**src/rtl/axis_detector_pkg.sv**
```systemverilog
// Shared types and constants for the detector run controller.
package axis_detector_pkg;

    typedef enum logic [2:0] {
        ST_IDLE    = 3'd0,
        ST_RUN     = 3'd1,
        ST_FLUSH   = 3'd2,
        ST_TRAILER = 3'd3,
        ST_DONE    = 3'd4
    } run_state_e;

    localparam logic [15:0] TRAILER_TAG     = 16'hFFFF;
    localparam int          WORDS_PER_EVENT = 4;
    localparam int          EVENT_W         = 128;
    localparam int          WORD_W          = 32;

endpackage

```
**src/rtl/axis_detector_serializer.sv**
```systemverilog
// One-event holding slot in front of a 4-word shifter. Words leave LSB first,
// so {time, data} goes out as data[31:0], data[63:32], time[31:0], time[63:32].
module axis_detector_serializer
    import axis_detector_pkg::*;
(
    input  logic               aclk,
    input  logic               aresetn,
    input  logic               load,
    input  logic [EVENT_W-1:0] load_data,
    output logic               load_ok,
    output logic               empty,
    output logic [WORD_W-1:0]  m_axis_tdata,
    output logic               m_axis_tvalid,
    input  logic               m_axis_tready
);

    logic               r_hold_vld;
    logic [EVENT_W-1:0] r_hold_data;
    logic               r_sh_vld;
    logic [EVENT_W-1:0] r_sh_data;
    logic [1:0]         r_word_cnt;

    logic w_xfer;
    logic w_last;
    logic w_sh_free;

    assign w_xfer    = r_sh_vld & m_axis_tready;
    assign w_last    = w_xfer & (r_word_cnt == 2'(WORDS_PER_EVENT - 1));
    // Shifter can take a new event this cycle (empty, or final word leaving).
    assign w_sh_free = ~r_sh_vld | w_last;
    // Room exists if the slot is empty or the slot drains into the shifter now.
    assign load_ok   = ~r_hold_vld | w_last;
    assign empty     = ~r_hold_vld & ~r_sh_vld;

    assign m_axis_tdata  = r_sh_data[WORD_W-1:0];
    assign m_axis_tvalid = r_sh_vld;

    // Shift on handshake; refill from the slot (or straight from input) with no bubble.
    always_ff @(posedge aclk) begin
        if (!aresetn) begin
            r_hold_vld  <= 1'b0;
            r_hold_data <= '0;
            r_sh_vld    <= 1'b0;
            r_sh_data   <= '0;
            r_word_cnt  <= '0;
        end else if (!w_sh_free) begin
            if (w_xfer) begin
                r_sh_data  <= r_sh_data >> WORD_W;
                r_word_cnt <= r_word_cnt + 2'd1;
            end
            if (load) begin
                r_hold_vld  <= 1'b1;
                r_hold_data <= load_data;
            end
        end else begin
            r_word_cnt <= '0;
            if (r_hold_vld) begin
                r_sh_vld   <= 1'b1;
                r_sh_data  <= r_hold_data;
                r_hold_vld <= load;
                if (load) r_hold_data <= load_data;
            end else if (load) begin
                r_sh_vld  <= 1'b1;
                r_sh_data <= load_data;
            end else begin
                r_sh_vld <= 1'b0;
            end
        end
    end

endmodule

```
**src/rtl/axis_detector_run_ctrl.sv**
```systemverilog
// Run controller: gates detector events into bounded runs, serialises them to
// 32-bit AXI-Stream and closes each run with a tlast trailer carrying the drop count.
module axis_detector_run_ctrl
    import axis_detector_pkg::*;
#(
    parameter int DROP_WIDTH = 16
) (
    input  logic                  aclk,
    input  logic                  aresetn,
    input  logic [1:0]            ctrl,
    input  logic [31:0]           event_limit,
    input  logic [31:0]           time_limit,
    input  logic [127:0]          s_axis_tdata,
    input  logic                  s_axis_tvalid,
    output logic [31:0]           m_axis_tdata,
    output logic                  m_axis_tvalid,
    output logic                  m_axis_tlast,
    input  logic                  m_axis_tready,
    output logic [2:0]            sts_state,
    output logic [31:0]           sts_events,
    output logic [DROP_WIDTH-1:0] sts_drops,
    output logic [31:0]           sts_time
);

    run_state_e            r_state;
    run_state_e            w_state_nxt;
    logic                  r_start_prev;
    logic [31:0]           r_events;
    logic [DROP_WIDTH-1:0] r_drops;
    logic [31:0]           r_time;

    logic                  w_start_run;
    logic                  w_in_run;
    logic                  w_load;
    logic                  w_load_ok;
    logic                  w_drop;
    logic [31:0]           w_events_nxt;
    logic                  w_exit;
    logic [31:0]           w_ser_tdata;
    logic                  w_ser_tvalid;
    logic                  w_ser_empty;

    // Stop wins over a simultaneous start; only IDLE/DONE honour a start edge.
    assign w_start_run  = ((r_state == ST_IDLE) || (r_state == ST_DONE)) &&
                          ctrl[0] && !r_start_prev && !ctrl[1];
    assign w_in_run     = (r_state == ST_RUN);
    assign w_load       = w_in_run & s_axis_tvalid & w_load_ok;
    assign w_drop       = w_in_run & s_axis_tvalid & ~w_load_ok;
    assign w_events_nxt = r_events + 32'(w_load);
    assign w_exit       = ctrl[1] ||
                          ((event_limit != '0) && (w_events_nxt == event_limit)) ||
                          ((time_limit  != '0) && ((r_time + 32'd1) == time_limit));

    axis_detector_serializer u_ser (
        .aclk          (aclk),
        .aresetn       (aresetn),
        .load          (w_load),
        .load_data     (s_axis_tdata),
        .load_ok       (w_load_ok),
        .empty         (w_ser_empty),
        .m_axis_tdata  (w_ser_tdata),
        .m_axis_tvalid (w_ser_tvalid),
        .m_axis_tready (m_axis_tready)
    );

    // State register.
    always_ff @(posedge aclk) begin
        if (!aresetn) r_state <= ST_IDLE;
        else          r_state <= w_state_nxt;
    end

    // Next-state logic.
    always_comb begin
        w_state_nxt = r_state;
        case (r_state)
            ST_IDLE, ST_DONE: if (w_start_run)   w_state_nxt = ST_RUN;
            ST_RUN:           if (w_exit)        w_state_nxt = ST_FLUSH;
            ST_FLUSH:         if (w_ser_empty)   w_state_nxt = ST_TRAILER;
            ST_TRAILER:       if (m_axis_tready) w_state_nxt = ST_DONE;
            default:                             w_state_nxt = ST_IDLE;
        endcase
    end

    // Registered copy of start for edge detection.
    always_ff @(posedge aclk) begin
        if (!aresetn) r_start_prev <= 1'b0;
        else          r_start_prev <= ctrl[0];
    end

    // Run counters: cleared on run start, advanced only in RUN, held otherwise.
    always_ff @(posedge aclk) begin
        if (!aresetn || w_start_run) begin
            r_events <= '0;
            r_drops  <= '0;
            r_time   <= '0;
        end else if (w_in_run) begin
            r_events <= w_events_nxt;
            r_time   <= r_time + 32'd1;
            if (w_drop && (r_drops != {DROP_WIDTH{1'b1}}))
                r_drops <= r_drops + DROP_WIDTH'(1);
        end
    end

    assign m_axis_tdata  = (r_state == ST_TRAILER) ? {TRAILER_TAG, 16'(r_drops)} : w_ser_tdata;
    assign m_axis_tvalid = w_ser_tvalid | (r_state == ST_TRAILER);
    assign m_axis_tlast  = (r_state == ST_TRAILER);
    assign sts_state     = r_state;
    assign sts_events    = r_events;
    assign sts_drops     = r_drops;
    assign sts_time      = r_time;

endmodule

```
**config.mk**
```make
export PLATFORM = sky130hd
export DESIGN_NAME = axis_detector_run_ctrl
export DESIGN_NICKNAME = d
export VERILOG_FILES = /design/src/rtl/axis_detector_pkg.sv /design/src/rtl/axis_detector_serializer.sv /design/src/rtl/axis_detector_run_ctrl.sv
export SDC_FILE = /design/constraint.sdc
export NUM_CORES = 1
export LEC_CHECK = 0
export CAP_MARGIN = 20
export CORE_MARGIN = 2
export CORE_UTILIZATION = 35
export DETAILED_ROUTE_END_ITERATION = 6
export DONT_BUFFER_PORTS = 1
export REMOVE_ABC_BUFFERS = 1
export SLEW_MARGIN = 20
export SYNTH_ARGS = -nofsm -noshare
export SYNTH_HDL_FRONTEND = slang
export SYNTH_SLANG_ARGS = --single-unit
```
**constraint.sdc**
```tcl
create_clock -name aclk -period 8.5 [get_ports aclk]
set_clock_uncertainty 0.1 [all_clocks]
set_input_delay 1.7 -clock aclk [delete_from_list [all_inputs] [get_ports aclk]]
set_output_delay 1.7 -clock aclk [all_outputs]
set_load 0.01 [all_outputs]
```
==> results of run 1 <==
-- synthesized netlist by cell type (all sizes together) (3+ instances only) --
cell      n
nor4     35
xnor2    87
mux2i   134
xor2     56
nor2b     7
nor3     57
clkbuf  146
and2      8
a21o      3
o21a      5
a21oi   290
ha        5
and3      8
and4     10
a31oi     4
nand2   330
nand3b    4
o22ai     4
mux2     17
or3      20
nor2    329
nand4b    3
o21ai    33
nor3b     7
nand2b   23
buf      24
nand4    50
nand3    37
nor4b     3
inv      15
o211ai    5
dfxtp   344
a21boi    5
a211oi   98
o31ai     4
-- registers in the layout, indices dropped and copies added, names as in the netlist --
name / count
sts_state: 3
u_ser.r_hold_data: 128
u_ser.r_word_cnt: 2
sts_events: 32
sts_time: 32
r_start_prev: 1
u_ser.r_sh_data: 128
u_ser.m_axis_tvalid: 1
sts_drops: 16
u_ser.r_hold_vld: 1
-- per-layer routing --
layer,routed length [µm],vias up,share of wire (%),GRT usage [%]
met5,0,-,0,0
met2,25100,478,45,33.1
met1,23000,7255,42,25.2
met4,1610,0,2.9,7.15
li1,-,7520,-,-
met3,5440,92,9.9,7.49
-- metrics by stage --
step	area [µm²]	hold slack (ps)	setup slack, ps	TNS, ps
floorplan	16800	336	-4770	-1175970
global placement	17800	341	2860	0
detailed placement	17800	346	2840	0
CTS	19100	354	3030	0
global route	19100	365	2530	0
finish	19100	351	3000	0
-- power by group through the flow --
stage	Sequential (µW)	Combinational (µW)	Clock (µW)
CTS	1830	775	1820
global route	1850	866	1880
detailed placement	1870	770	0
finish	1830	763	1750
floorplan	1840	666	0
global placement	1860	758	0
-- worst paths after layout --
path / start / endpoint / slack (ps) / depth (start not counted)
hold / removal: u_ser.r_hold_data[51] / u_ser.r_hold_data[51] / 350 / 2
setup / recovery: sts_state[0] / sts_state[2] / 3000 / 15
setup reg to reg: sts_state[0] / sts_state[2] / 3000 / 15
hold reg to reg: u_ser.r_hold_data[51] / u_ser.r_hold_data[51] / 350 / 2
-- cells by family after synthesis --
| logic type | count (synthesis) | share of synthesized area [%] |
|---|---|---|
| adder cells (fa/ha/maj) | 5 | 0.358 |
| AO/OA/AOI/OAI | 469 | 15.6 |
| flip-flops | 344 | 39.4 |
| AND/OR/NAND/NOR | 936 | 24.3 |
| XOR/XNOR | 143 | 7.17 |
| multiplexers | 151 | 8.77 |
| buffers and inverters | 185 | 4.42 |
-- cell type report --
| cell class | count | area, µm² | area share, % |
|---|---|---|---|
| Multi-Input combinational cell | 1704 | 9880 | 51.7 |
| Tap cell | 664 | 831 | 4.35 |
| Clock inverter | 20 | 183 | 0.955 |
| Timing Repair Buffer | 16 | 120 | 0.628 |
| Clock buffer | 58 | 1150 | 6.03 |
| Sequential cell | 344 | 6890 | 36.0 |
| Inverter | 15 | 63.8 | 0.334 |
-- critical path: stages, from the launching register on --
cell	delay, ps
sky130_fd_sc_hd__dfxtp_1	470
sky130_fd_sc_hd__nor2b_1	370
sky130_fd_sc_hd__nor2b_2	220
sky130_fd_sc_hd__buf_4	350
sky130_fd_sc_hd__and2_1	280
sky130_fd_sc_hd__a21boi_0	640
sky130_fd_sc_hd__ha_1	440
sky130_fd_sc_hd__nand4_2	290
sky130_fd_sc_hd__nor3_1	510
sky130_fd_sc_hd__nor2b_1	110
sky130_fd_sc_hd__or3_1	360
sky130_fd_sc_hd__a221oi_1	340
sky130_fd_sc_hd__and4_1	260
sky130_fd_sc_hd__nand4_1	270
sky130_fd_sc_hd__a21o_1	280
sky130_fd_sc_hd__a21oi_2	120
==> report_table.html, run 1 <==
<table>
<tr><th>Metric</th><th>Value</th></tr>
<tr><th colspan="2">CTS</th></tr>
<tr><td>Post-CTS Repair Setup Buffers</td><td>0</td></tr>
<tr><td>Number of buffers created by CTS</td><td>43</td></tr>
<tr><td>Longest Clk Path Bufs</td><td>3</td></tr>
<tr><td>H-Tree Depth</td><td>2</td></tr>
<tr><td>CTS Sinks</td><td>between 300 and 400</td></tr>
<tr><td>Resized Gates After CTS</td><td>0</td></tr>
<tr><td>Clk Latency, worst-skew pair</td><td>~570 ps</td></tr>
<tr><td>Clock slew at the register clock pins of the worst setup and hold paths</td><td>60 ps</td></tr>
<tr><td>Root Driver</td><td>sky130_fd_sc_hd__clkbuf_16</td></tr>
<tr><td>Post-CTS Hold Fix Bufs</td><td>0</td></tr>
<tr><td>CTS tree</td><td>built</td></tr>
<tr><th colspan="2">Detailed routing</th></tr>
<tr><td>Remaining number of nets flagged by the antenna check after routing</td><td>0</td></tr>
<tr><td>Number of vias per cell</td><td>between 5 and 6</td></tr>
<tr><td>Sum of routed wire length over all layers</td><td>roughly 55 mm</td></tr>
<tr><td>Post-detailed-route wirelength per cell</td><td>19.5 µm</td></tr>
<tr><td>Total number of vias</td><td>15.3k</td></tr>
<tr><td>Violation count after the first detailed-route iteration</td><td>between 1k and 1.5k</td></tr>
<tr><td>DRC errors left</td><td>0</td></tr>
<tr><td>Count of TritonRoute iterations in the first routing pass</td><td>6</td></tr>
<tr><th colspan="2">Global routing</th></tr>
<tr><td>Overall track demand over capacity in global routing</td><td>roughly a fifth</td></tr>
<tr><td>Pin count of the biggest net entering global routing</td><td>approximately 100</td></tr>
<tr><td>First-pass GRT wire length</td><td>slightly above 80 mm</td></tr>
<tr><td>Total overflow reported by the global router</td><td>0</td></tr>
<tr><td>Antenna violations before repair</td><td>0</td></tr>
<tr><td>Via count of the first global-routing pass</td><td>approximately 14k</td></tr>
<tr><th colspan="2">Finish</th></tr>
<tr><td>Most common library cell in the layout ignoring fill and taps</td><td>sky130_fd_sc_hd__dfxtp_1</td></tr>
<tr><td>Number of cells in the finished layout apart from fillers</td><td>2821</td></tr>
<tr><td>Final core occ</td><td>about two fifths</td></tr>
<tr><td>Fraction of final layout cells sized beyond drive strength 1</td><td>5.61%</td></tr>
<tr><td>Layout Area Growth over Synthesis</td><td>9.38%</td></tr>
<tr><td>Number of diodes added for antenna fixing</td><td>0</td></tr>
<tr><td>Highest-count cells in the layout ignoring fill and taps</td><td>sky130_fd_sc_hd__dfxtp_1 (343), sky130_fd_sc_hd__nor2_1 (329), sky130_fd_sc_hd__nand2_1 (327), sky130_fd_sc_hd__a21oi_1 (288), sky130_fd_sc_hd__mux2i_1 (134)</td></tr>
<tr><td>Number of fill cells in the layout</td><td>approximately 5k</td></tr>
<tr><td>Number of nets at the end of the flow</td><td>2327</td></tr>
<tr><th colspan="2">Power and ir drop</th></tr>
<tr><td>Largest vdd supply drop</td><td>0.177 mV</td></tr>
<tr><td>Leak Pwr</td><td>~0.0062 µW</td></tr>
<tr><td>Proportion of power drawn by the clock network</td><td>between 40% and 50%</td></tr>
<tr><td>Switch share</td><td>between 30 and 40%</td></tr>
<tr><td>Switching component of the power</td><td>about 1300 µW</td></tr>
<tr><td>Cell Pwr Density</td><td>228 nW/µm²</td></tr>
<tr><td>Comb power frac</td><td>~18%</td></tr>
<tr><td>Sequential share of power</td><td>between 40% and 50%</td></tr>
<tr><td>Pint</td><td>3010 µW</td></tr>
<tr><td>Overall power of the completed layout</td><td>approximately 4400 µW</td></tr>
<tr><th colspan="2">Logic synthesis</th></tr>
<tr><td>Number of synthesized register bits</td><td>about 340</td></tr>
<tr><td>Most area-consuming cells after synthesis</td><td>sky130_fd_sc_hd__dfxtp_1 (39%), sky130_fd_sc_hd__a21oi_1 (8.3%), sky130_fd_sc_hd__mux2i_1 (7.7%), sky130_fd_sc_hd__nand2_1 (7.1%), sky130_fd_sc_hd__nor2_1 (7.1%)</td></tr>
<tr><td>Cell taking the most area after synthesis</td><td>sky130_fd_sc_hd__dfxtp_1</td></tr>
<tr><td>Post-synth ARST share</td><td>0%</td></tr>
<tr><td>Number of warning messages in the yosys log</td><td>0</td></tr>
<tr><td>Number of instances in the synthesized netlist</td><td>about 2.2k</td></tr>
<tr><td>Seq/Total Area, Yosys</td><td>approximately 39%</td></tr>
<tr><td>Number of enable flip-flop cells after synthesis</td><td>0</td></tr>
<tr><td>Most common flop cell mapped by yosys</td><td>sky130_fd_sc_hd__dfxtp_1</td></tr>
<tr><td>Number of different library cells in the post-synthesis netlist</td><td>63</td></tr>
<tr><td>Area share of the largest cell type after synthesis</td><td>approximately two fifths</td></tr>
<tr><td>Syn avg cell area</td><td>between 7 and 8 µm²</td></tr>
<tr><td>Post-synth design cell area</td><td>about 17000 µm²</td></tr>
<tr><th colspan="2">Timing</th></tr>
<tr><td>Setup repair after global routing missed its margin</td><td>no</td></tr>
<tr><td>Final-report setup violation count</td><td>0</td></tr>
<tr><td>Max Transition Viols Final</td><td>0</td></tr>
<tr><td>Final worst path period share</td><td>around two thirds</td></tr>
<tr><td>Slew @ Worst Pin</td><td>roughly 1100 ps</td></tr>
<tr><td>Final worst path period need</td><td>5500 ps</td></tr>
<tr><td>Relative slew margins</td><td>between 20% and 30%</td></tr>
<tr><td>Hold Violations, Final</td><td>0</td></tr>
<tr><td>Peak clock frequency supported by timing</td><td>0.182 GHz</td></tr>
<tr><th colspan="2">Job</th></tr>
<tr><td>Count of maximum capacitance violations</td><td>0</td></tr>
<tr><th colspan="2">Floorplan</th></tr>
<tr><td>Die Area</td><td>between 50000 and 60000 µm²</td></tr>
<tr><td>Horizontal extent of the die</td><td>between 200 and 250 µm</td></tr>
<tr><td>Ports placed on the boundary</td><td>around 320</td></tr>
<tr><td>Row cnt</td><td>between 80 and 90</td></tr>
<tr><td>Area of the placeable core</td><td>49200 µm²</td></tr>
<tr><td>Die Span Y</td><td>between 200 and 250 µm</td></tr>
<tr><td>Starting utilization of the core area</td><td>35.6%</td></tr>
<tr><th colspan="2">Worst setup path</th></tr>
<tr><td>CP Capture Type</td><td>flip-flop</td></tr>
<tr><td>Arrival @ worst endpoint</td><td>around 5900 ps</td></tr>
<tr><td>WP data required</td><td>between 8000 and 9000 ps</td></tr>
<tr><td>Crit path max fanout</td><td>27</td></tr>
<tr><td>Kind of critical path</td><td>reg2reg</td></tr>
<tr><td>Crit path launch type</td><td>flip-flop</td></tr>
<tr><th colspan="2">Place</th></tr>
<tr><td>Gp weighted congestion</td><td>0.920</td></tr>
<tr><td># port buffers</td><td>0</td></tr>
<tr><td>Post-detailed-placement half-perimeter wirelength</td><td>37.0 mm</td></tr>
<tr><td>Number of instances in the placed design</td><td>between 2k and 3k</td></tr>
<tr><th colspan="2">Min path</th></tr>
<tr><td>Classification of the worst-slack hold path</td><td>reg2reg</td></tr>
<tr><th colspan="2">Status</th></tr>
<tr><td>Status</td><td>finished, final reports clean</td></tr>
</table>
Power figures use the tool's default switching activity.
==> run 2: changes to the inputs <==
==> constraint.sdc (replaced) <==
create_clock -name aclk -period 5.3 [get_ports aclk]
set_clock_uncertainty 0.1 [all_clocks]
set_input_delay 1.06 -clock aclk [delete_from_list [all_inputs] [get_ports aclk]]
set_output_delay 1.06 -clock aclk [all_outputs]
set_load 0.01 [all_outputs]
==> run 2 against run 1 <==
- routed wire length is 0.69% lower
- register-to-register slack lost 2600 ps
- non-clock buffer count increased by 6
- utilization grew 0.40 points
- largest power group is now clock
==> report_table.html, run 2 (synthesis results as in run 1) <==
<table>
<tr><th>Metric</th><th>Value</th></tr>
<tr><th colspan="2">Place</th></tr>
<tr><td># port buffers</td><td>0 (unchanged)</td></tr>
<tr><td>Worst setup slack before clock tree synthesis</td><td>542 ps (-2300 ps)</td></tr>
<tr><td>Number of instances in the placed design</td><td>2748 (+0.18%)</td></tr>
<tr><td>Area after detailed placement</td><td>17900 µm² (+0.56%)</td></tr>
<tr><td>Gp weighted congestion</td><td>0.944 (+2.7%)</td></tr>
<tr><td>Post-detailed-placement half-perimeter wirelength</td><td>37.3 mm (+0.83%)</td></tr>
<tr><th colspan="2">Power and ir drop</th></tr>
<tr><td>Proportion of power drawn by the clock network</td><td>41.3% (+1.0 points)</td></tr>
<tr><td>Comb power frac</td><td>17.7% (+0.2 points)</td></tr>
<tr><td>Switch share</td><td>29.9% (-0.85 points)</td></tr>
<tr><td>Leak Pwr</td><td>0.00634 µW (+1.5%)</td></tr>
<tr><td>Pint</td><td>5020 µW (+67%)</td></tr>
<tr><td>Switching component of the power</td><td>2140 µW (+60%)</td></tr>
<tr><td>Cell Pwr Density</td><td>370 nW/µm² (+63%)</td></tr>
<tr><td>Sequential share of power</td><td>41.1% (-1.0 points)</td></tr>
<tr><td>Largest vdd supply drop</td><td>0.332 mV (+88%)</td></tr>
<tr><th colspan="2">CTS</th></tr>
<tr><td>Clock slew at the register clock pins of the worst setup and hold paths</td><td>50 ps (about the same)</td></tr>
<tr><td>Number of buffers created by CTS</td><td>42 (-2.3%)</td></tr>
<tr><td>H-Tree Depth</td><td>2 (unchanged)</td></tr>
<tr><td>CTS tree</td><td>built</td></tr>
<tr><td>Resized Gates After CTS</td><td>0 (unchanged)</td></tr>
<tr><td>Post-CTS Repair Setup Buffers</td><td>0 (unchanged)</td></tr>
<tr><td>Root Driver</td><td>sky130_fd_sc_hd__clkbuf_16</td></tr>
<tr><td>CTS Sinks</td><td>344 (unchanged)</td></tr>
<tr><td>Clk Latency, worst-skew pair</td><td>570 ps (about the same)</td></tr>
<tr><td>Post-CTS Hold Fix Bufs</td><td>0 (unchanged)</td></tr>
<tr><td>Longest Clk Path Bufs</td><td>3 (unchanged)</td></tr>
<tr><th colspan="2">Worst setup path</th></tr>
<tr><td>WP data required</td><td>5610 ps (-3290 ps)</td></tr>
<tr><td>Kind of critical path</td><td>reg2reg</td></tr>
<tr><td>Depth of the worst register-to-register path</td><td>15 (unchanged)</td></tr>
<tr><td>R2R Path Start</td><td>sts_state[0]</td></tr>
<tr><td>Crit path launch type</td><td>flip-flop</td></tr>
<tr><td>Worst setup path endpoint</td><td>sts_state[0]</td></tr>
<tr><td>Arrival @ worst endpoint</td><td>5170 ps (-730 ps)</td></tr>
<tr><td>Crit path max fanout</td><td>8 (-70%)</td></tr>
<tr><td>End of the worst register-to-register path</td><td>sts_state[0]</td></tr>
<tr><td>CP Depth</td><td>15 (unchanged)</td></tr>
<tr><td>Total buffers and inverters traversed by the critical path</td><td>1 (unchanged)</td></tr>
<tr><td>FF-to-FF setup slack</td><td>440 ps (-2560 ps)</td></tr>
<tr><td>Cell Chain, Critical Path</td><td>nor2b_1 &gt; nor2b_2 &gt; and2_1 &gt; a21boi_0 &gt; buf_4 &gt; ha_1 &gt; nand4_2 &gt; nor4_4 &gt; a2bb2oi_1 &gt; nor4_2 &gt; nand4b_1 &gt; nor4_1 &gt; nand4_1 &gt; a31oi_1 &gt; nor2_1</td></tr>
<tr><td>CP Capture Type</td><td>flip-flop</td></tr>
<tr><td>Launching element of the worst setup path</td><td>sts_state[0]</td></tr>
<tr><td>Worst path top cell family by delay</td><td>simple AND/OR/NAND/NOR gates</td></tr>
<tr><td>Largest stage delay on the critical path</td><td>610 ps (-30 ps)</td></tr>
<tr><td>Cell with the biggest individual delay on the critical path</td><td>sky130_fd_sc_hd__nor4_4</td></tr>
<tr><th colspan="2">Floorplan</th></tr>
<tr><td>Die Span Y</td><td>227 µm (unchanged)</td></tr>
<tr><td>Ports placed on the boundary</td><td>315 (unchanged)</td></tr>
<tr><td>Horizontal extent of the die</td><td>227 µm (unchanged)</td></tr>
<tr><td>Row cnt</td><td>81 (unchanged)</td></tr>
<tr><td>Area of the placeable core</td><td>49200 µm² (unchanged)</td></tr>
<tr><td>Starting utilization of the core area</td><td>35.6% (unchanged)</td></tr>
<tr><td>Die Area</td><td>51700 µm² (unchanged)</td></tr>
<tr><th colspan="2">Timing</th></tr>
<tr><td>Final worst path period share</td><td>91.6% (+27 points)</td></tr>
<tr><td>Final-report setup violation count</td><td>0 (unchanged)</td></tr>
<tr><td>Setup repair after global routing missed its margin</td><td>no</td></tr>
<tr><td>Aggregate negative setup slack</td><td>0 ps (unchanged)</td></tr>
<tr><td>Hold Violations, Final</td><td>0 (unchanged)</td></tr>
<tr><td>Peak clock frequency supported by timing</td><td>0.206 GHz (+13%)</td></tr>
<tr><td>Relative slew margins</td><td>24.2% (-3.7 points)</td></tr>
<tr><td>Crit path setup slack, layout</td><td>444 ps (-2560 ps)</td></tr>
<tr><td>Slew @ Worst Pin</td><td>1140 ps (+55.9 ps)</td></tr>
<tr><td>Final worst path period need</td><td>4860 ps (-642 ps)</td></tr>
<tr><td>Max Transition Viols Final</td><td>0 (unchanged)</td></tr>
<tr><th colspan="2">Finish</th></tr>
<tr><td>Most common library cell in the layout ignoring fill and taps</td><td>sky130_fd_sc_hd__dfxtp_1</td></tr>
<tr><td>Final core occ</td><td>39.3% (+0.40 points)</td></tr>
<tr><td>Number of nets at the end of the flow</td><td>2332 (+0.21%)</td></tr>
<tr><td>Storage element area</td><td>6890 µm² (unchanged)</td></tr>
<tr><td>Largest registers in the final layout</td><td>u_ser.r_hold_data: 128 flops, u_ser.r_sh_data: 128 flops</td></tr>
<tr><td>Number of diodes added for antenna fixing</td><td>0 (unchanged)</td></tr>
<tr><td>Number of cells in the finished layout apart from fillers</td><td>2823 (+0.071%)</td></tr>
<tr><td>Number of fill cells in the layout</td><td>5087 (-0.29%)</td></tr>
<tr><td>Layout Area Growth over Synthesis</td><td>10.5%</td></tr>
<tr><td>Highest-count cells in the layout ignoring fill and taps</td><td>sky130_fd_sc_hd__dfxtp_1 (343), sky130_fd_sc_hd__nor2_1 (329), sky130_fd_sc_hd__nand2_1 (327), sky130_fd_sc_hd__a21oi_1 (288), sky130_fd_sc_hd__mux2i_1 (134)</td></tr>
<tr><td>Final instance area</td><td>19300 µm² (+1.0%)</td></tr>
<tr><td>Fraction of final layout cells sized beyond drive strength 1</td><td>5.84% (+0.23 points)</td></tr>
<tr><td>Area of the multi-input gates</td><td>9880 µm² (unchanged)</td></tr>
<tr><th colspan="2">Global routing</th></tr>
<tr><td>Overall track demand over capacity in global routing</td><td>20.4% (-0.15 points)</td></tr>
<tr><td>Via count of the first global-routing pass</td><td>14.4k (+0.48%)</td></tr>
<tr><td>Antenna violations before repair</td><td>1 (+1)</td></tr>
<tr><td>First-pass GRT wire length</td><td>82.7 mm (-0.51%)</td></tr>
<tr><td>Total overflow reported by the global router</td><td>0 (unchanged)</td></tr>
<tr><td>Pin count of the biggest net entering global routing</td><td>169 (+64%)</td></tr>
<tr><th colspan="2">Status</th></tr>
<tr><td>Status</td><td>finished, final reports clean</td></tr>
<tr><th colspan="2">Min path</th></tr>
<tr><td>Classification of the worst-slack hold path</td><td>reg2reg</td></tr>
<tr><td>Start point of the worst hold path</td><td>u_ser.r_hold_data[48]</td></tr>
<tr><th colspan="2">Detailed routing</th></tr>
<tr><td>Number of vias per cell</td><td>5.44 (about the same)</td></tr>
<tr><td>Remaining number of nets flagged by the antenna check after routing</td><td>0 (unchanged)</td></tr>
<tr><td>Sum of routed wire length over all layers</td><td>54.7 mm (-0.69%)</td></tr>
<tr><td>Count of TritonRoute iterations in the first routing pass</td><td>7 (+1)</td></tr>
<tr><td>Total number of vias</td><td>15.4k (+0.065%)</td></tr>
<tr><td>Post-detailed-route wirelength per cell</td><td>19.4 µm (-0.76%)</td></tr>
<tr><td>DRC errors left</td><td>0 (unchanged)</td></tr>
<tr><td>Violation count after the first detailed-route iteration</td><td>977 (-14%)</td></tr>
<tr><th colspan="2">Job</th></tr>
<tr><td>Count of maximum capacitance violations</td><td>0 (unchanged)</td></tr>
</table>
[run 2: cell count changes in the layout (fill, tap and decap cells not counted)]
| cell | previous run | this run |
|---|---|---|
| sky130_fd_sc_hd__clkinv_2 | 11 | 4 |
| sky130_fd_sc_hd__buf_12 | 0 | 6 |
| sky130_fd_sc_hd__clkbuf_8 | 2 | 7 |
| sky130_fd_sc_hd__clkbuf_1 | 13 | 10 |
| sky130_fd_sc_hd__bufinv_16 | 2 | 4 |
| sky130_fd_sc_hd__clkinvlp_4 | 4 | 2 |
| sky130_fd_sc_hd__clkinv_4 | 1 | 2 |
[run 2: worst reg2reg max path, cell delays in order (launching register included)]
cell and delay, ps:
sky130_fd_sc_hd__dfxtp_1 450, sky130_fd_sc_hd__nor2b_1 390, sky130_fd_sc_hd__nor2b_2 230, sky130_fd_sc_hd__and2_1 240, sky130_fd_sc_hd__a21boi_0 210, sky130_fd_sc_hd__buf_4 170, sky130_fd_sc_hd__ha_1 330, sky130_fd_sc_hd__nand4_2 310
sky130_fd_sc_hd__nor4_4 610, sky130_fd_sc_hd__a2bb2oi_1 160, sky130_fd_sc_hd__nor4_2 310, sky130_fd_sc_hd__nand4b_1 120, sky130_fd_sc_hd__nor4_1 340, sky130_fd_sc_hd__nand4_1 380, sky130_fd_sc_hd__a31oi_1 300, sky130_fd_sc_hd__nor2_1 50
[run 2: metal layers]
metal / wire (µm) / track usage (%) / share of wire [%]
met5: 0 / 0 / 0
met4: 1310 / 5.95 / 2.4
met3: 5430 / 7.23 / 9.9
met2: 25300 / 33.8 / 46
met1: 22700 / 24.9 / 42
[run 2: power by group through the flow]
stage	Clock [µW]	Sequential [µW]	Combinational, µW
5_1_grt	3140	2960	1430
4_1_cts	3050	2940	1280
6_report	2950	2940	1260
3_3_place_gp	0	2980	1260
2_1_floorplan	0	2950	1040
3_5_place_dp	0	2990	1270
[run 2: per-stage QoR]
step | hold slack, ps | power, µW
6_report | 352 | 7160
5_1_grt | 367 | 7540
3_5_place_dp | 346 | 4270
2_1_floorplan | 336 | 3990
4_1_cts | 354 | 7260
3_3_place_gp | 341 | 4240
[run 2: worst min-delay path by stage]
stage                                   to  slack [ps]  depth (start not counted)
CTS                 u_ser.r_hold_data[112]         350                          2
detailed placement   u_ser.r_hold_data[10]         350                          2
global route        u_ser.r_hold_data[114]         370                          2
finish               u_ser.r_hold_data[48]         350                          2
floorplan             u_ser.r_hold_data[0]         340                          2
global placement     u_ser.r_hold_data[82]         340                          2
[run 2: final cells by class]
| class | count | area share (%) |
|---|---|---|
| Multi-Input combinational cell | 1704 | 51.1 |
| Clock inverter | 14 | 1.04 |
| Clock buffer | 60 | 6.26 |
| Timing Repair Buffer | 22 | 1.24 |
| Inverter | 15 | 0.330 |
| Tap cell | 664 | 4.30 |
| Sequential cell | 344 | 35.7 |
